## src/rtl/atm_fe_pkg.sv

```systemverilog
// Shared definitions for the ATM keypad front end: key codes, phase
// encoding and transaction codes.
package atm_fe_pkg;

   // Command keys; codes 0-9 are digits.
   localparam logic [3:0] KEY_ENTER    = 4'hA;
   localparam logic [3:0] KEY_CLEAR    = 4'hB;
   localparam logic [3:0] KEY_CANCEL   = 4'hC;
   localparam logic [3:0] KEY_WITHDRAW = 4'hD;
   localparam logic [3:0] KEY_BALANCE  = 4'hE;
   localparam logic [3:0] KEY_DEPOSIT  = 4'hF;

   // Session phase, exported as PHASE for the display.
   typedef enum logic [2:0] {
      PH_CARD      = 3'd0,
      PH_CARD_WAIT = 3'd1,
      PH_PIN       = 3'd2,
      PH_PIN_WAIT  = 3'd3,
      PH_TXN       = 3'd4,
      PH_AMT       = 3'd5,
      PH_TXN_WAIT  = 3'd6
   } phase_t;

   // Transaction codes presented on the ATM command bus.
   localparam logic [1:0] TXN_WITHDRAW = 2'b00;
   localparam logic [1:0] TXN_BALANCE  = 2'b01;
   localparam logic [1:0] TXN_DEPOSIT  = 2'b10;
   localparam logic [1:0] TXN_NONE     = 2'b11;

   function automatic logic is_digit(input logic [3:0] k);
      return (k <= 4'd9);
   endfunction

   function automatic logic [1:0] key_to_txn(input logic [3:0] k);
      case (k)
         KEY_WITHDRAW: return TXN_WITHDRAW;
         KEY_BALANCE:  return TXN_BALANCE;
         KEY_DEPOSIT:  return TXN_DEPOSIT;
         default:      return TXN_NONE;
      endcase
   endfunction

endpackage

```

## src/rtl/atm_fe_dec_accum.sv

```systemverilog
// Decimal entry accumulator: acc = acc*10 + digit, with a digit counter
// that saturates at MAX_DIGITS so the value cannot wrap.
module atm_fe_dec_accum
   import atm_fe_pkg::*;
#(
   parameter int MAX_DIGITS = 9,
   parameter int DATA_W     = 32
) (
   input  logic              clk,
   input  logic              rst,
   input  logic              clr,
   input  logic              digit_vld,
   input  logic [3:0]        digit,
   output logic [DATA_W-1:0] acc,
   output logic              full
);

   localparam int CNT_W = $clog2(MAX_DIGITS + 1);
   localparam logic [CNT_W-1:0] CNT_MAX = CNT_W'(MAX_DIGITS);

   logic [CNT_W-1:0] count;

   // Multiply by ten as shift-and-add, then add the new digit.
   function automatic logic [DATA_W-1:0] mac10(input logic [DATA_W-1:0] a,
                                                input logic [3:0] d);
      return (a << 3) + (a << 1) + DATA_W'(d);
   endfunction

   assign full = (count == CNT_MAX);

   // Accumulate digits until full; clear restarts the entry.
   always_ff @(posedge clk) begin
      if (rst || clr) begin
         acc   <= '0;
         count <= '0;
      end else if (digit_vld && !full) begin
         acc   <= mac10(acc, digit);
         count <= count + 1'b1;
      end
   end

endmodule

```

## src/rtl/atm_keypad_frontend.sv

```systemverilog
// Keypad-to-ATM command sequencer: card -> PIN (with retries) ->
// transaction -> amount. Optional inactivity timeout is compiled in when
// the macro ATM_FE_TIMEOUT_EN is defined.
module atm_keypad_frontend
   import atm_fe_pkg::*;
#(
   parameter int SETTLE_CYCLES  = 2,
   parameter int MAX_TRIES      = 3,
   parameter int MAX_DIGITS     = 9,
   parameter int TIMEOUT_CYCLES = 1000
) (
   input  logic        CLK,
   input  logic        RESET,
   input  logic        KEY_VALID,
   input  logic [3:0]  KEY_CODE,
   input  logic        SUCCESS,
   input  logic [3:0]  STATUS,
   output logic [3:0]  CARD_ID,
   output logic [3:0]  PIN0,
   output logic [3:0]  PIN1,
   output logic [3:0]  PIN2,
   output logic [3:0]  PIN3,
   output logic [1:0]  TRANSACTION,
   output logic [31:0] AMOUNT,
   output logic        OKAY,
   output logic        CANCEL,
   output logic [2:0]  PHASE,
   output logic [1:0]  TRIES_LEFT,
   output logic        LAST_SUCCESS,
   output logic [3:0]  LAST_STATUS,
   output logic        ERROR
);

   localparam int SETTLE_W = (SETTLE_CYCLES > 1) ? $clog2(SETTLE_CYCLES) : 1;
   localparam logic [SETTLE_W-1:0] SETTLE_LAST = SETTLE_W'(SETTLE_CYCLES - 1);
   localparam logic [1:0] TRIES_INIT = 2'(MAX_TRIES);

   phase_t state, state_nxt;

   logic [SETTLE_W-1:0] settle_cnt;
   logic                settle_done;
   logic [3:0]          card_buf;
   logic                card_has;
   logic [3:0]          pin_buf [4];
   logic [2:0]          pin_cnt;
   logic [1:0]          txn_code;
   logic [31:0]         acc;
   logic                acc_full;
   logic                to_hit;

   logic key_digit, key_enter, key_clear, key_cancel, key_bal, key_amt_txn;

   // Action strobes produced by the sequencer.
   logic cancel_all, end_session, err;
   logic card_wr, card_clr, card_accept, capture;
   logic pin_wr, pin_clr, pin_accept, tries_reload, tries_dec;
   logic txn_bal, code_latch, acc_wr, acc_clr, amt_accept, txn_done;

   assign key_digit   = KEY_VALID && is_digit(KEY_CODE);
   assign key_enter   = KEY_VALID && (KEY_CODE == KEY_ENTER);
   assign key_clear   = KEY_VALID && (KEY_CODE == KEY_CLEAR);
   assign key_cancel  = KEY_VALID && (KEY_CODE == KEY_CANCEL);
   assign key_bal     = KEY_VALID && (KEY_CODE == KEY_BALANCE);
   assign key_amt_txn = KEY_VALID && ((KEY_CODE == KEY_WITHDRAW) || (KEY_CODE == KEY_DEPOSIT));

   assign settle_done = (settle_cnt == SETTLE_LAST);
   assign PHASE       = state;

`ifdef ATM_FE_TIMEOUT_EN
   localparam int TO_W = (TIMEOUT_CYCLES > 1) ? $clog2(TIMEOUT_CYCLES) : 1;
   localparam logic [TO_W-1:0] TO_LAST = TO_W'(TIMEOUT_CYCLES - 1);

   logic [TO_W-1:0] to_cnt;

   assign to_hit = (to_cnt == TO_LAST) && !KEY_VALID;

   // Inactivity counter: restarts on any key and on every phase change.
   always_ff @(posedge CLK) begin
      if (RESET || KEY_VALID || (state_nxt != state))
         to_cnt <= '0;
      else if (to_cnt != TO_LAST)
         to_cnt <= to_cnt + 1'b1;
   end
`else
   // Sessions never expire in this build; the limit is never reachable.
   assign to_hit = (TIMEOUT_CYCLES < 0);
`endif

   // Phase register and settle counter, restarted on each phase change.
   always_ff @(posedge CLK) begin
      if (RESET) begin
         state      <= PH_CARD;
         settle_cnt <= '0;
      end else begin
         state <= state_nxt;
         if (state_nxt != state)
            settle_cnt <= '0;
         else if (settle_cnt != SETTLE_LAST)
            settle_cnt <= settle_cnt + 1'b1;
      end
   end

   // Next phase and action strobes; cancel/timeout outrank every key.
   always_comb begin
      state_nxt    = state;
      cancel_all   = 1'b0;
      end_session  = 1'b0;
      err          = 1'b0;
      card_wr      = 1'b0;
      card_clr     = 1'b0;
      card_accept  = 1'b0;
      capture      = 1'b0;
      pin_wr       = 1'b0;
      pin_clr      = 1'b0;
      pin_accept   = 1'b0;
      tries_reload = 1'b0;
      tries_dec    = 1'b0;
      txn_bal      = 1'b0;
      code_latch   = 1'b0;
      acc_wr       = 1'b0;
      acc_clr      = 1'b0;
      amt_accept   = 1'b0;
      txn_done     = 1'b0;
      if (to_hit && state != PH_CARD) begin
         cancel_all = 1'b1;
         err        = 1'b1;
         state_nxt  = PH_CARD;
      end else if (to_hit) begin
         card_clr = 1'b1;
      end else if (key_cancel && state != PH_CARD) begin
         cancel_all = 1'b1;
         state_nxt  = PH_CARD;
      end else begin
         case (state)
            PH_CARD: begin
               if (key_digit)
                  card_wr = 1'b1;
               else if (key_enter) begin
                  if (card_has) begin
                     card_accept = 1'b1;
                     state_nxt   = PH_CARD_WAIT;
                  end else
                     err = 1'b1;
               end else if (key_clear || key_cancel)
                  card_clr = 1'b1;
            end
            PH_CARD_WAIT: begin
               if (settle_done) begin
                  capture = 1'b1;
                  if (SUCCESS) begin
                     pin_clr   = 1'b1;
                     state_nxt = PH_PIN;
                  end else begin
                     end_session = 1'b1;
                     state_nxt   = PH_CARD;
                  end
               end
            end
            PH_PIN: begin
               if (key_digit) begin
                  if (pin_cnt < 3'd4)
                     pin_wr = 1'b1;
                  else
                     err = 1'b1;
               end else if (key_clear)
                  pin_clr = 1'b1;
               else if (key_enter) begin
                  if (pin_cnt == 3'd4) begin
                     pin_accept = 1'b1;
                     state_nxt  = PH_PIN_WAIT;
                  end else
                     err = 1'b1;
               end
            end
            PH_PIN_WAIT: begin
               if (settle_done) begin
                  capture = 1'b1;
                  if (SUCCESS) begin
                     tries_reload = 1'b1;
                     state_nxt    = PH_TXN;
                  end else begin
                     tries_dec = 1'b1;
                     if (TRIES_LEFT <= 2'd1) begin
                        end_session = 1'b1;
                        state_nxt   = PH_CARD;
                     end else begin
                        pin_clr   = 1'b1;
                        state_nxt = PH_PIN;
                     end
                  end
               end
            end
            PH_TXN: begin
               if (key_digit || key_enter)
                  err = 1'b1;
               else if (key_bal) begin
                  txn_bal   = 1'b1;
                  state_nxt = PH_TXN_WAIT;
               end else if (key_amt_txn) begin
                  code_latch = 1'b1;
                  state_nxt  = PH_AMT;
               end
            end
            PH_AMT: begin
               if (key_digit) begin
                  if (acc_full)
                     err = 1'b1;
                  else
                     acc_wr = 1'b1;
               end else if (key_clear)
                  acc_clr = 1'b1;
               else if (key_enter) begin
                  if (acc == '0)
                     err = 1'b1;
                  else begin
                     amt_accept = 1'b1;
                     acc_clr    = 1'b1;
                     state_nxt  = PH_TXN_WAIT;
                  end
               end
            end
            PH_TXN_WAIT: begin
               if (settle_done) begin
                  capture   = 1'b1;
                  txn_done  = 1'b1;
                  state_nxt = PH_TXN;
               end
            end
            default: state_nxt = PH_CARD;
         endcase
      end
   end

   atm_fe_dec_accum #(
      .MAX_DIGITS (MAX_DIGITS),
      .DATA_W     (32)
   ) u_accum (
      .clk       (CLK),
      .rst       (RESET),
      .clr       (acc_clr || cancel_all),
      .digit_vld (acc_wr),
      .digit     (KEY_CODE),
      .acc       (acc),
      .full      (acc_full)
   );

   // Entry buffers: card digit, PIN digits and the pending transaction code.
   always_ff @(posedge CLK) begin
      if (RESET || cancel_all || end_session) begin
         card_buf <= '0;
         card_has <= 1'b0;
         pin_cnt  <= '0;
         txn_code <= TXN_NONE;
         for (int i = 0; i < 4; i++) pin_buf[i] <= '0;
      end else begin
         if (card_wr) begin
            card_buf <= KEY_CODE;
            card_has <= 1'b1;
         end else if (card_clr) begin
            card_buf <= '0;
            card_has <= 1'b0;
         end
         if (pin_clr || pin_accept) begin
            pin_cnt <= '0;
            for (int i = 0; i < 4; i++) pin_buf[i] <= '0;
         end else if (pin_wr) begin
            pin_buf[pin_cnt[1:0]] <= KEY_CODE;
            pin_cnt               <= pin_cnt + 1'b1;
         end
         if (code_latch)
            txn_code <= key_to_txn(KEY_CODE);
      end
   end

   // Command bus and status outputs towards the ATM and the display.
   always_ff @(posedge CLK) begin
      if (RESET) begin
         CARD_ID      <= '0;
         PIN0         <= '0;
         PIN1         <= '0;
         PIN2         <= '0;
         PIN3         <= '0;
         TRANSACTION  <= TXN_NONE;
         AMOUNT       <= '0;
         OKAY         <= 1'b0;
         CANCEL       <= 1'b0;
         TRIES_LEFT   <= TRIES_INIT;
         LAST_SUCCESS <= 1'b0;
         LAST_STATUS  <= '0;
         ERROR        <= 1'b0;
      end else begin
         CANCEL <= cancel_all || end_session;
         ERROR  <= err;
         if (cancel_all) begin
            CARD_ID      <= '0;
            PIN0         <= '0;
            PIN1         <= '0;
            PIN2         <= '0;
            PIN3         <= '0;
            TRANSACTION  <= TXN_NONE;
            AMOUNT       <= '0;
            OKAY         <= 1'b0;
            TRIES_LEFT   <= TRIES_INIT;
            LAST_SUCCESS <= 1'b0;
            LAST_STATUS  <= '0;
         end else begin
            // A rejected session drops the bus but keeps the captured status
            // and the remaining-tries count for the display.
            if (end_session) begin
               CARD_ID     <= '0;
               PIN0        <= '0;
               PIN1        <= '0;
               PIN2        <= '0;
               PIN3        <= '0;
               TRANSACTION <= TXN_NONE;
               AMOUNT      <= '0;
               OKAY        <= 1'b0;
            end
            if (card_accept) begin
               CARD_ID    <= card_buf;
               OKAY       <= 1'b1;
               TRIES_LEFT <= TRIES_INIT;
            end
            if (capture) begin
               LAST_SUCCESS <= SUCCESS;
               LAST_STATUS  <= STATUS;
            end
            if (pin_accept) begin
               PIN0 <= pin_buf[0];
               PIN1 <= pin_buf[1];
               PIN2 <= pin_buf[2];
               PIN3 <= pin_buf[3];
            end
            if (tries_reload)
               TRIES_LEFT <= TRIES_INIT;
            else if (tries_dec)
               TRIES_LEFT <= TRIES_LEFT - 1'b1;
            if (txn_bal)
               TRANSACTION <= TXN_BALANCE;
            else if (amt_accept) begin
               TRANSACTION <= txn_code;
               AMOUNT      <= acc;
            end else if (txn_done)
               TRANSACTION <= TXN_NONE;
         end
      end
   end

endmodule

```

## config.mk

```make
export PLATFORM = sky130hd
export DESIGN_NAME = atm_keypad_frontend
export DESIGN_NICKNAME = d
export VERILOG_FILES = /design/src/rtl/atm_fe_pkg.sv /design/src/rtl/atm_fe_dec_accum.sv /design/src/rtl/atm_keypad_frontend.sv
export SDC_FILE = /design/constraint.sdc
export NUM_CORES = 1
export LEC_CHECK = 0
export BUFFER_PORTS_ARGS = -buffer_cell sky130_fd_sc_hd__buf_2
export CORE_MARGIN = 4
export CORE_UTILIZATION = 49
export CTS_CLUSTER_DIAMETER = 80
export CTS_CLUSTER_SIZE = 10
export DETAILED_ROUTE_END_ITERATION = 12
export HOLD_SLACK_MARGIN = 0.03
export PLACE_DENSITY = 0.71
export SYNTH_ARGS = -nofsm -noshare
export SYNTH_HDL_FRONTEND = slang
export SYNTH_HIERARCHICAL = 1
export SYNTH_SLANG_ARGS = --single-unit
```

## constraint.sdc

```tcl
create_clock -name CLK -period 2.65 [get_ports CLK]
set_input_delay 0.1325 -clock CLK [delete_from_list [all_inputs] [get_ports CLK]]
set_output_delay 0.1325 -clock CLK [all_outputs]
set_load 0.1 [all_outputs]
```

==> key figures, run 1 <==
Finish
  – Layout net count: 1170
  – Area taken by multi-input logic gates: 4883 sq um
  – Final Core Density: 0.6530
  – Area Overhead vs Synth: 29.73%
  – Proportion of layout cells with a drive suffix above 1: 0.2706
  – FF/Latch Area: 2789 sq um
  – Number of diodes: 0
  – Fill cell count: 1293

CTS
  – Sink count of the clock tree: 131
  – CTS tree: built
  – Inserted Clock Buffers: 17
  – Clock transition at path regs: 60 ps
  – Number of H-tree branching levels: 4
  – Clock root cell: clkbuf_16
  – Clock insertion delay at the later pin of the skew report: 430 ps
  – Clock buffer depth: 2

Global route
  – First-pass GRT wire length: 37360 microns
  – Via count of the first global-routing pass: 7408
  – Combined global-route utilization of all metal layers: 0.2556
  – Number of antenna violations at the first check in global routing: 0
  – Largest net degree at the start of global routing: 62
  – Total gr overflow: 0

Critical path
  – Crit path required time: 2970 ps
  – Slowest CP cell: a2111o_1
  – Worst endpoint data arrival time: 3170 ps
  – Most common cell type on the critical path: fa_2
  – Worst reg2reg path startpoint: u_accum/acc[2]
  – Crit-path cells: inv_2 > fa_2 > fa_2 > and2b_2 > o2111ai_4 > a2111o_1 > a311oi_2 > o21ai_1 > a32o_1
  – Crit path capture type: flop
  – Kind of launch point of the worst setup path: flop
  – Maximum single-stage delay on the critical path: 480 ps
  – Biggest fanout along the worst timing path: 3
  – RR Endpoint: u_accum/acc[28]
  – Worst r2r path cells: 9
  – R2R setup slack: -200 ps
  – Kind of critical path: reg2reg

Timing
  – Worst Setup Slack, final: -200.3 ps
  – Period utilisation layout: 1.076
  – Rel. slew slack: 0.4553
  – Number of slew-limit violations in the final report: 0
  – Final clock skew: 7.411 ps
  – Time the worst path needs with I/O delays and setup: 2850 ps
  – Setup Viol. Count Final: 13
  – Setup repair after global routing missed its margin: yes
  – Transition time of the tightest slew-check pin: 809.6 ps
  – Timing-limited maximum frequency: 350.8 MHz
  – Final number of hold-violating endpoints: 0

Floorplanning
  – Area of the die: 17800 sq um
  – Placement Rows: 45
  – Initial standard-cell utilization of the core: 0.5033
  – Io pins: 79
  – Die span in y: 133.4 microns
  – Core Footprint: 15310 sq um
  – DIE WIDTH: 133.4 microns

Logic synthesis
  – Count of flip-flops with a built-in enable after synthesis: 16
  – Post-Synthesis Mean Instance Area: 8.379 sq um
  – Synthesized area: 7709 sq um
  – Leading cell types by total area after synthesis: dfxtp_1, ha_1, a21oi_1
  – Proportion of netlist area held by the largest area contributor: 0.2987
  – Share of synthesized area occupied by flip-flops and latches: 0.3610
  – Synth Flop Type: dfxtp_1
  – Synthesis Warnings: 6
  – Number of instances in the synthesized netlist: 920
  – Number of distinct library cells after synthesis: 80
  – Number of synthesized register bits: 131
  – Proportion of synthesized flip-flops having asynchronous set or reset: 0
  – Synth area leader: dfxtp_1
  – Total nets after synthesis: 998

Pwr
  – Pleak: 0.004407 uW
  – Power density over the cells: 453.9 nW/um^2
  – Worst VDD drop: 525.9 uV

Run
  – Count of maximum capacitance violations: 0

Drt
  – DRC violations left: 0
  – Post-detailed-route via-to-cell ratio: 5.901
  – Number of optimization iterations in the first detailed-route pass: 6
  – Detailed-route via count: 7766
  – Routed Antenna Nets: 0
  – Final WL: 23150 microns
  – Final routed wire length divided by cell count: 17.59 microns
  – Number of DRC markers after the initial detailed-route iteration: 695

Placed design
  – GPL Wtd Cong: 0.9694
  – DP HPWL: 16450 microns
  – Minimum setup slack after placement: -300.1 ps
  – Port-buffer cells: 78

Min path
  – Min-Delay Startpoint: KEY_CODE[0]
  – Worst hold-check path type: in2reg
  – Hold Crit Endpoint: card_buf[0]
  – Number of cells on the worst hold path: 3

Run status
  – Violated checks: negative setup slack
  – Run status: finished with violations
-- power by group --
part | switching [uW] | internal (uW)
sequential | 8.46 | 2020
combinational | 105 | 53.4
clock | 1020 | 1340
-- synthesized netlist by cell type, drive strengths merged (6+ instances only) --
library cell,count
o21a,11
xnor2,8
nor2,52
ha,64
a211oi,9
mux2i,10
and3,23
nand2,126
inv,19
a32o,6
nand4,14
nand2b,8
clkbuf,32
nor3,14
nand3,76
o21bai,7
or3,12
dfxtp,115
and2,8
edfxtp,16
a21o,18
nor2b,10
nor4,12
nand3b,7
o21ai,27
buf,20
a21oi,110
o211ai,16
-- layout make-up --
class	count	area share
Inverter	19	0.007131
Timing Repair Buffer	205	0.1410
Sequential cell	131	0.2789
Clock inverter	15	0.01576
Clock buffer	17	0.04254
Multi-Input combinational cell	718	0.4883
Tap cell	211	0.02640
-- worst max-delay path: cells and delay by family (launching register included) --
family	cells	cell delay, ps
buffers and inverters	1	40
and+or+nand+nor	1	250
AOI/OAI and AO/OA	5	1290
DFF	1	330
adders and majority gates	2	840
-- how the worst max path moves through the flow --
stage,to,slack [ps],cells past startpoint,from
after floorplan,u_accum/acc[28],-150,9,u_accum/acc[2]
after global placement,u_accum/acc[28],-240,9,u_accum/acc[0]
after detailed placement,u_accum/acc[28],-300,9,u_accum/acc[0]
after CTS,u_accum/acc[28],-160,9,u_accum/acc[0]
after global routing,u_accum/acc[28],-260,9,u_accum/acc[2]
final,u_accum/acc[28],-200,9,u_accum/acc[2]
-- state kept, by name, summed over array words and instances (netlist names), 2 cells and up, named ones only --
signal and flops:
CARD_ID 4, LAST_STATUS 4, PIN0 4, u_accum/acc 32, PIN1 4, card_buf 4, AMOUNT 32, txn_code 2
u_accum/count 4, TRIES_LEFT 2, TRANSACTION 2, PHASE 3, pin_buf 16, PIN2 4, pin_cnt 3
-- per-stage QoR --
step	power [uW]	area (sq um)	hold WS, ps	std cells	TNS (ps)
floorplan	2154	7717	201.2	920	-186.2
global placement	2208	8972	362.6	1266	-1366
detailed placement	2210	8972	371.6	1266	-2142
CTS	4555	9766	39.11	1308	-853.8
global route	4670	10000	61.87	1316	-3051
finish	4540	10000	63.78	1316	-1268
-- layer usage --
layer	GRT usage	routed length, microns	up-vias
li1	-	-	3740
met1	0.3332	10120	3638
met2	0.4122	10660	320
met3	0.06344	1664	68
met4	0.09429	709	0
met5	0	0	-
-- timing repair --
action                                  4_1_cts  5_1_grt
endpoints found under the hold margin         9        0
resized for setup                            26       38
gates cloned                                  0        0
buffers inserted                              4        8
pin swaps                                    28       23
hold buffers                                  6        0
endpoints found under the setup margin       20       23
-- layout by cell type (no fill, tap or decap), types with 10 or more instances in the layout --
master / Yosys / routed
buf_2: 11 / 78
inv_1: 19 / 16
clkbuf_16: 0 / 17
nand3_1: 76 / 75
edfxtp_1: 16 / 16
a21oi_1: 106 / 100
ha_1: 64 / 59
or3_1: 12 / 12
a21o_1: 18 / 18
nor4_1: 12 / 10
and3_1: 23 / 22
nand2_1: 125 / 124
o21a_1: 11 / 10
nor2b_1: 10 / 10
o21ai_0: 21 / 18
nand4_1: 13 / 13
mux2i_1: 10 / 10
o211ai_1: 16 / 16
nor2_1: 52 / 49
buf_4: 3 / 112
nor3_1: 13 / 12
dfxtp_1: 115 / 110
-- logic make-up (layout without fill, tap and decap cells) --
group	after synthesis	in the layout	synth area share
AO/OA/AOI/OAI	250	250	0.2169
AND/OR/NAND/NOR	381	381	0.2446
multiplexers	10	10	0.01299
buffers and inverters	71	256	0.04301
XOR/XNOR	11	11	0.01250
flip-flops	131	131	0.3610
adder cells (fa/ha/maj)	66	66	0.1091
(Power assumes the default switching activity.)
==> run 2: changes to the inputs <==
Settings changed: PLACE_DENSITY 0.71 to 0.68.
Clock period 2.65 ns to 3.6 ns, I/O delays scaled along.
==> key figures, run 2 (synthesized netlist as in run 1, its figures left out) <==
CTS
  – Post-CTS Setup Bufs: 0 (-4)
  – Number of H-tree branching levels: 4 (unchanged)
  – Clock buffer depth: 2 (unchanged)
  – Hold buffers post-CTS: 4 (-2)
  – CTS tree: built
  – Clock transition at path regs: 60 ps (about the same)
  – Post-cts repair resize count: 0 (-100%)
  – Clock insertion delay at the later pin of the skew report: 420 ps (about the same)
  – Clock root cell: clkbuf_16
  – Inserted Clock Buffers: 17 (unchanged)
  – Sink count of the clock tree: 131 (unchanged)

Finish
  – Commonest cells after routing, fill and taps aside: nand2_1, dfxtp_1, a21oi_1, buf_2, nand3_1
  – Number of diodes: 0 (unchanged)
  – Regs by FF count: AMOUNT x32, u_accum/acc x32, pin_buf x16
  – FF/Latch Area: 2783 sq um (-0.22%)
  – Area taken by multi-input logic gates: 4612 sq um (-5.6%)
  – Fill cell count: 1425 (+10%)
  – Most common cell after layout, fill and taps aside: nand2_1
  – Design Area, Final: 8932 sq um (-11%)
  – Proportion of layout cells with a drive suffix above 1: 0.1494 (-0.1212)
  – Layout net count: 1069 (-8.6%)
  – Area Overhead vs Synth: 15.87%

Global route
  – Largest net degree at the start of global routing: 62 (unchanged)
  – First-pass GRT wire length: 34300 microns (-8.2%)
  – Combined global-route utilization of all metal layers: 0.2353 (-0.02039)
  – Via count of the first global-routing pass: 6618 (-11%)
  – Number of antenna violations at the first check in global routing: 0 (unchanged)
  – Total gr overflow: 0 (unchanged)

Timing
  – Transition time of the tightest slew-check pin: 724.7 ps (-84.92 ps)
  – Final clock skew: 11.29 ps (+3.878 ps)
  – Setup repair after global routing missed its margin: no
  – Timing-limited maximum frequency: 306.7 MHz (-13%)
  – Final number of hold-violating endpoints: 0 (unchanged)
  – Period utilisation layout: 0.9058 (-0.1697)
  – Setup Viol. Count Final: 0 (-13)
  – Time the worst path needs with I/O delays and setup: 3261 ps (+410.8 ps)
  – Number of slew-limit violations in the final report: 0 (unchanged)
  – Rel. slew slack: 0.5044 (+0.04910)
  – Final setup TNS: 0 ps (+1268 ps)

Drt
  – Metal-1 WL: 10010 microns (-1.1%)
  – Final routed wire length divided by cell count: 17.51 microns (-0.48%)
  – Met3 Wirelength: 1314 microns (-21%)
  – Topmost layer with routed signal wires: met4
  – Number of optimization iterations in the first detailed-route pass: 5 (-1)
  – Number of DRC markers after the initial detailed-route iteration: 626 (-9.9%)
  – DRC violations left: 0 (unchanged)
  – Final WL: 21270 microns (-8.1%)
  – Routed Antenna Nets: 0 (unchanged)
  – Routed length on met2: 9577 microns (-10%)
  – Detailed-route via count: 7250 (-6.6%)
  – Post-detailed-route via-to-cell ratio: 5.967 (+1.1%)

Pwr
  – Power density over the cells: 377.5 nW/um^2 (-17%)
  – Worst VDD drop: 317.4 uV (-40%)
  – Pleak: 0.003854 uW (-13%)
  – Final Total Pwr: 3372 uW (-26%)

Floorplanning
  – Area of the die: 17800 sq um (unchanged)
  – Initial standard-cell utilization of the core: 0.5033 (unchanged)
  – Placement Rows: 45 (unchanged)
  – DIE WIDTH: 133.4 microns (unchanged)
  – Io pins: 79 (unchanged)
  – Core Footprint: 15310 sq um (unchanged)
  – Die span in y: 133.4 microns (unchanged)

Critical path
  – Crit path capture type: flop
  – Kind of critical path: reg2reg
  – Crit-path cells: inv_1 > fa_1 > fa_1 > and2b_1 > o2111ai_2 > a2111o_1 > a311oi_1 > o21ai_0 > a32o_1
  – Biggest fanout along the worst timing path: 5 (+2)
  – Worst endpoint data arrival time: 3580 ps (+410 ps)
  – Slowest CP cell: fa_1
  – Kind of launch point of the worst setup path: flop
  – Maximum single-stage delay on the critical path: 530 ps (+50 ps)
  – Crit path required time: 3910 ps (+940 ps)
  – Most common cell type on the critical path: fa_1

Run status
  – Run status: finished clean

Placed design
  – Port-buffer cells: 78 (unchanged)
  – Area post-placement: 8285 sq um (-7.7%)
  – DP HPWL: 15450 microns (-6.1%)
  – GPL Wtd Cong: 0.9356 (-3.5%)

Min path
  – Worst hold-check path type: in2reg

Run
  – Count of maximum capacitance violations: 0 (unchanged)
[run 2: cell count changes in the layout (fill, tap and decap cells not counted), sizes merged]
cell,delta
clkinv,+3
buf,-99
inv,-5
bufinv,+1
clkbuf,+1
dlygate4sd3,-2
[run 2: metal layers]
layer / global-route usage / up-vias
li1: - / 3528
met1: 0.3291 / 3424
met2: 0.3626 / 255
met3: 0.05514 / 43
met4: 0.07086 / 0
met5: 0 / -
[run 2: report_power, final]
group | internal (uW) | switching (uW)
logic | 27.5 | 69.5
clock network | 1060 | 719
registers | 1490 | 6.37
[run 2: per-stage QoR]
stage	hold slack, ps	std cells	setup WS, ps	util
after floorplan	249.1	920	582.0	-
after global placement	410.2	1179	484.9	0.5410
after detailed placement	426.7	1179	376.1	0.5410
after CTS	43.21	1215	366.0	0.5833
after global routing	46.25	1215	169.9	0.5833
final	57.76	1215	339.0	0.5833
[run 2: worst paths after layout]
check	from	to	slack (ps)	cells after the start
worst min-delay path	RESET	CANCEL	60	2
worst max register to register	u_accum/acc[0]	u_accum/acc[28]	340	9
worst min register to register	PIN1[3]	PIN1[3]	450	2
worst max-delay path	u_accum/acc[0]	u_accum/acc[28]	340	9
[run 2: final cells by class]
| cell class | instances | area share |
|---|---|---|
| clock buffers | 18 | 0.04917 |
| flip-flops and latches | 131 | 0.3115 |
| multi-input cells | 718 | 0.5163 |
| repair buffers | 104 | 0.06668 |
| clock inverters | 14 | 0.01877 |
| inverters | 19 | 0.007984 |
| well taps | 211 | 0.02956 |
[run 2: worst max-delay path: cells and delay by family, from the launching register on]
kind                     cells  cell delay, ps
buffers and inverters        1              90
AO/OA/AOI/OAI                5            1410
flip-flops                   1             410
adder cells (fa/ha/maj)      2             970
AND/OR/NAND/NOR              1             270
